`src/rtl/bus_arbiter.sv`:
```
`default_nettype none
// ============================================================================
// Module   : bus_arbiter
// Purpose  : Round-robin arbiter sharing one valid/ready bus among NUM_REQ
//            requesters, with a watchdog that aborts stalled transactions.
// Revision : 1.0 - initial release
// ============================================================================
module bus_arbiter #(
  parameter int NUM_REQ = 4,
  parameter int ADDR_W  = 8,
  parameter int DATA_W  = 32,
  parameter int TIMEOUT = 16
) (
  input  logic                         clk,
  input  logic                         rst,
  input  logic [NUM_REQ-1:0]           req_valid,
  input  logic [NUM_REQ-1:0]           req_wr_en,
  input  logic [NUM_REQ*ADDR_W-1:0]    req_addr,
  input  logic [NUM_REQ*DATA_W-1:0]    req_wdata,
  output logic [NUM_REQ-1:0]           req_ready,
  output logic [NUM_REQ-1:0]           req_err,
  output logic [DATA_W-1:0]            req_rdata,
  output logic                         valid,
  output logic                         wr_en,
  output logic [ADDR_W-1:0]            addr,
  output logic [DATA_W-1:0]            wdata,
  input  logic                         ready,
  input  logic [DATA_W-1:0]            rdata,
  output logic                         grant_valid,
  output logic [$clog2(NUM_REQ)-1:0]   grant_id
);

  localparam int c_id_w   = $clog2(NUM_REQ);
  localparam int c_tcnt_w = (TIMEOUT > 0) ? $clog2(TIMEOUT + 1) : 1;
  localparam logic [c_tcnt_w-1:0] c_tmax  = c_tcnt_w'(TIMEOUT);
  localparam logic [c_tcnt_w-1:0] c_tlast = c_tcnt_w'((TIMEOUT > 0) ? TIMEOUT - 1 : 0);

  typedef enum logic [0:0] {
    S_IDLE = 1'b0,
    S_BUSY = 1'b1
  } state_t;

  state_t                r_state;
  state_t                w_state_nxt;
  logic [c_id_w-1:0]     r_rr_ptr;
  logic [c_id_w-1:0]     r_grant_id;
  logic                  r_wr_en;
  logic [ADDR_W-1:0]     r_addr;
  logic [DATA_W-1:0]     r_wdata;
  logic [c_tcnt_w-1:0]   r_tcnt;

  logic                  w_any;
  logic [c_id_w-1:0]     w_win;
  logic [c_id_w-1:0]     w_sel;
  logic [c_id_w-1:0]     w_ptr_nxt;
  logic                  w_abort;
  logic                  w_done;

  // Scan from the round-robin pointer upward with wrap; first set bit wins.
  always_comb begin
    w_any = 1'b0;
    w_win = '0;
    w_sel = '0;
    for (int i = 0; i < NUM_REQ; i++) begin
      w_sel = c_id_w'((int'(r_rr_ptr) + i) % NUM_REQ);
      if (!w_any && req_valid[w_sel]) begin
        w_any = 1'b1;
        w_win = w_sel;
      end
    end
  end

  assign w_ptr_nxt = (int'(r_grant_id) == NUM_REQ - 1) ? '0 : r_grant_id + 1'b1;
  assign w_abort   = (TIMEOUT != 0) && (r_tcnt == c_tlast) && !ready;
  assign w_done    = (r_state == S_BUSY) && (ready || w_abort);

  always_ff @(posedge clk or posedge rst) begin
    if (rst) begin
      r_state <= S_IDLE;
    end else begin
      r_state <= w_state_nxt;
    end
  end

  always_comb begin
    w_state_nxt = r_state;
    case (r_state)
      S_IDLE:  if (w_any)  w_state_nxt = S_BUSY;
      S_BUSY:  if (w_done) w_state_nxt = S_IDLE;
      default: w_state_nxt = S_IDLE;
    endcase
  end

  always_ff @(posedge clk or posedge rst) begin
    if (rst) begin
      r_rr_ptr   <= '0;
      r_grant_id <= '0;
      r_wr_en    <= 1'b0;
      r_addr     <= '0;
      r_wdata    <= '0;
      r_tcnt     <= '0;
    end else if (r_state == S_IDLE) begin
      if (w_any) begin
        r_grant_id <= w_win;
        r_wr_en    <= req_wr_en[w_win];
        r_addr     <= req_addr[int'(w_win)*ADDR_W +: ADDR_W];
        r_wdata    <= req_wdata[int'(w_win)*DATA_W +: DATA_W];
        r_tcnt     <= '0;
      end
    end else begin
      // Abort advances the pointer exactly like a normal completion.
      if (w_done) begin
        r_rr_ptr <= w_ptr_nxt;
      end else if (r_tcnt != c_tmax) begin
        r_tcnt <= r_tcnt + 1'b1;
      end
    end
  end

  generate
    for (genvar g = 0; g < NUM_REQ; g++) begin : g_req
      assign req_ready[g] = w_done && (r_grant_id == c_id_w'(g));
      assign req_err[g]   = req_ready[g] && w_abort && !ready;
    end
  endgenerate

  assign req_rdata   = rdata;
  assign valid       = (r_state == S_BUSY);
  assign grant_valid = (r_state == S_BUSY);
  assign wr_en       = r_wr_en;
  assign addr        = r_addr;
  assign wdata       = r_wdata;
  assign grant_id    = r_grant_id;

endmodule
`default_nettype wire

```
`config.mk`:
```
export PLATFORM = sky130hd
export DESIGN_NAME = bus_arbiter
export DESIGN_NICKNAME = d
export VERILOG_FILES = /design/src/rtl/bus_arbiter.sv
export SDC_FILE = /design/constraint.sdc
export NUM_CORES = 1
export LEC_CHECK = 0
export CORE_AREA = 2 2 112 114
export CTS_CLUSTER_SIZE = 28
export DETAILED_ROUTE_END_ITERATION = 7
export DIE_AREA = 0 0 114 116
export PLACE_DENSITY = 0.81
export SETUP_SLACK_MARGIN = 0.15
export SLEW_MARGIN = 20
export SYNTH_ARGS = -nofsm -noshare
export SYNTH_HDL_FRONTEND = slang
export SYNTH_SLANG_ARGS = --single-unit
```
`constraint.sdc`:
```
create_clock -name clk -period 2.43 [get_ports clk]
set_clock_uncertainty 0.15 [all_clocks]
set_input_delay 0.486 -clock clk [delete_from_list [all_inputs] [get_ports clk]]
set_output_delay 0.486 -clock clk [all_outputs]
set_load 0.01 [all_outputs]
```
==> metrics.md <==
| Metric | Value |
|---|---|
| HPWL after detailed placement | 9033 µm |
| Hold Vio Cnt, Final | 0 |
| Dominant cells by area after synthesis | dfrtp_1 (37%), mux2i_1 (24%), o221ai_1 (11%), buf_4 (7.3%), nand2_1 (5.0%) |
| Top cells by count, synth | mux2i_1 (82), dfrtp_1 (51), nand2_1 (46), o221ai_1 (42), buf_4 (34) |
| Num Clock Sinks | 51 |
| Worst setup margin | -0.01211 ns |
| Total GRT Usage | 17.75% |
| First-pass GRT wire length | 18430 µm |
| Setup CP Type | flop to primary output |
| Yosys cell types | 36 |
| Worst R2R Path Depth | 9 |
| I/O Buffers | 223 |
| Die ar. | 13220 µm² |
| # diodes | 0 |
| Clock-pin slew on the worst setup and hold paths | 0.07 ns |
| Fillers | 1088 |
| Initial Utilization | 29.23% |
| #FFs+latches synth | 51 |
| Nets | 748 |
| Total gr overflow | 0 |
| Mapped Nets | 546 |
| Met3 GRT Util | 5.439% |
| Area leader, netlist | dfrtp_1 |
| Register area share after synthesis | 36.65% |
| Root Buffer | clkbuf_16 |
| Area delta synth->final | 75.17% |
| Mapped cell area | 3482 µm² |
| Hold Path Class | flop to flop |
| Total of max-cap violations | 0 |
| Leak | 0.002726 µW |
| CP Capture Type | primary output |
| Worst vdd ir | 0.0004047 V |
| Synth Instances | 336 |
| Met2 GRT Util | 33.93% |
| Vias | 3446 |
| GRT Max-Usage Layer | met2 |
| Status | finished with violations |
| Slew HR | 57.04% |
| Drt total wl | 12590 µm |
| Vias per inst | 5.023 |
| Cts hold-fix bufs | 0 |
| Count of flip-flops with a built-in enable after synthesis | 0 |
| Vias in the first global route | 3688 |
| Core box area | 11910 µm² |
| Slew @ Worst Pin | 0.6358 ns |
| Placed Area | 5707 µm² |
| Clock tree buffer depth | 2 |
| Row cnt | 40 |
| ANT nets after route | 0 |
| Ratio of final minimum period to clock period | 100.5% |
| Drt drc | 0 |
| Syn avg cell area | 10.36 µm² |
| Synth warnings | 0 |
| Largest net degree at the start of global routing | 43 |
| Area of the multi-input gates | 1864 µm² |
| Worst path required time | 1.79 ns |
| CP Max Fanout | 5 |
| Final setup fails | 3 |
| Top-area cell type share of the netlist area | 36.65% |
| Num ports | 288 |
| TritonCTS buffer count | 5 |
| Initial DRC Count | 114 |
| Final core utilization | 51.21% |
| Prevailing post-synth register cell | dfrtp_1 |
| Count leader, synth | mux2i_1 |
| Share of layout cells above drive strength 1 | 13.17% |
| Violated checks | setup timing |
| RSZ-0062 raised after global routing | true |
| Register Area | 1276 µm² |
| FMAX | 409.5 MHz |
| RD Place Congestion | 0.8234 |
| M1 GR Usage | 18.48% |
| Max Transition Viols Final | 0 |
| Clk Latency, worst-skew pair | 0.29 ns |
| Die H | 116 µm |
| Design Area, Final | 6100 µm² |
| Worst Hold Depth | 2 |
| WL/cell | 18.35 µm |
| Asr flop ratio synth | 100.0% |
| Post-layout min period | 2.442 ns |
| Pre-CTS setup slack | -0.2655 ns |
| Power per Cell Area | 988.3 nW/µm² |
| CP Data Arrival Time | 1.81 ns |
| Die Wd | 114 µm |
| Startpoint Class | flop |
| H-tree levels | 2 |
| Initial DRT Pass Iterations | 4 |
| CTS tree | built |
| Initial antenna violation count | 0 |
## final cells by class
cell class,count,area share (%)
Sequential cell,51,20.92
Tap cell,147,3.015
Multi-Input combinational cell,221,30.56
Timing Repair Buffer,251,42.09
Clock inverter,2,0.6359
Inverter,8,0.4923
Clock buffer,6,2.277
## report_power, final
group	total, µW	internal (µW)	switching [µW]	leakage (µW)
Sequential	1520	1250	265	0.000632
Combinational	3670	2010	1670	0.00201
Clock	838	518	319	0.0000875
Total	6030	3780	2250	0.00273
## cell families after synthesis
logic type / synth area share, %
compound gates: 13.08
xor+xnor: 0.5031
fa+ha+maj: 2.515
buf+inv: 13.40
flops: 36.65
mux: 24.22
simple gates: 9.630
## cell usage in the layout (no fill, tap or decap), types with 2 or more instances in the layout
cell	instances
ha_1	5
dfrtp_1	51
xor2_1	2
nand2_1	45
clkbuf_16	6
o221ai_1	40
mux2_2	2
buf_6	6
dlymetal6s2s_1	4
nor2b_4	3
nor2b_2	2
and2_4	3
buf_12	5
inv_1	6
buf_2	5
mux2i_1	81
clkdlybuf4s50_1	211
nor2_1	7
inv_2	2
o21ai_0	4
buf_4	17
## sequential cells by signal, indices dropped and copies added (netlist names)
signal,flops
grant_id,2
wr_en,1
grant_valid,1
addr,8
wdata,32
r_tcnt,5
r_rr_ptr,2
## path summary, 6_finish.rpt
check,startpoint,end,slack [ns]
setup / recovery,r_tcnt[0],req_err[2],-0.01
hold / removal,wdata[1],wdata[1],0.34
setup reg to reg,r_tcnt[0],r_tcnt[3],0.13
hold reg to reg,wdata[1],wdata[1],0.34
max in group asynchronous,rst,wdata[24],1.15
min in group asynchronous,rst,grant_valid,0.43
## what timing repair did
item	in CTS	in global routing
buffers inserted	3	0
pin swaps	10	7
endpoints found under the setup margin	39	53
gates resized for setup	48	21
cloned	2	1
## per-stage QoR
step                      total power (µW)  hold slack, ns  std cells  setup TNS [ns]
after CTS                             5981          0.3447        685        -0.02693
after global routing                  6419          0.3562        686         -0.2099
after floorplan                       3433          0.3691        336               0
final                                 6028          0.3372        686        -0.02101
after detailed placement              4910          0.3269        672          -8.173
after global placement                4799          0.3187        672          -3.224
## layer usage
metal | wire length (µm) | up-vias
met4 | 299 | 0
met3 | 1091 | 31
met2 | 6598 | 176
met1 | 4599 | 1636
met5 | 0 | -
li1 | - | 1603
## critical path, cell delays in order, from the launching register on
cell and delay [ns]:
dfrtp_1 0.39, ha_2 0.19, and3_4 0.15, ha_4 0.15, o21a_4 0.21, and2_4 0.17
nor2b_4 0.12, buf_6 0.12
Note: power is estimated with default switching activity, not from simulation.
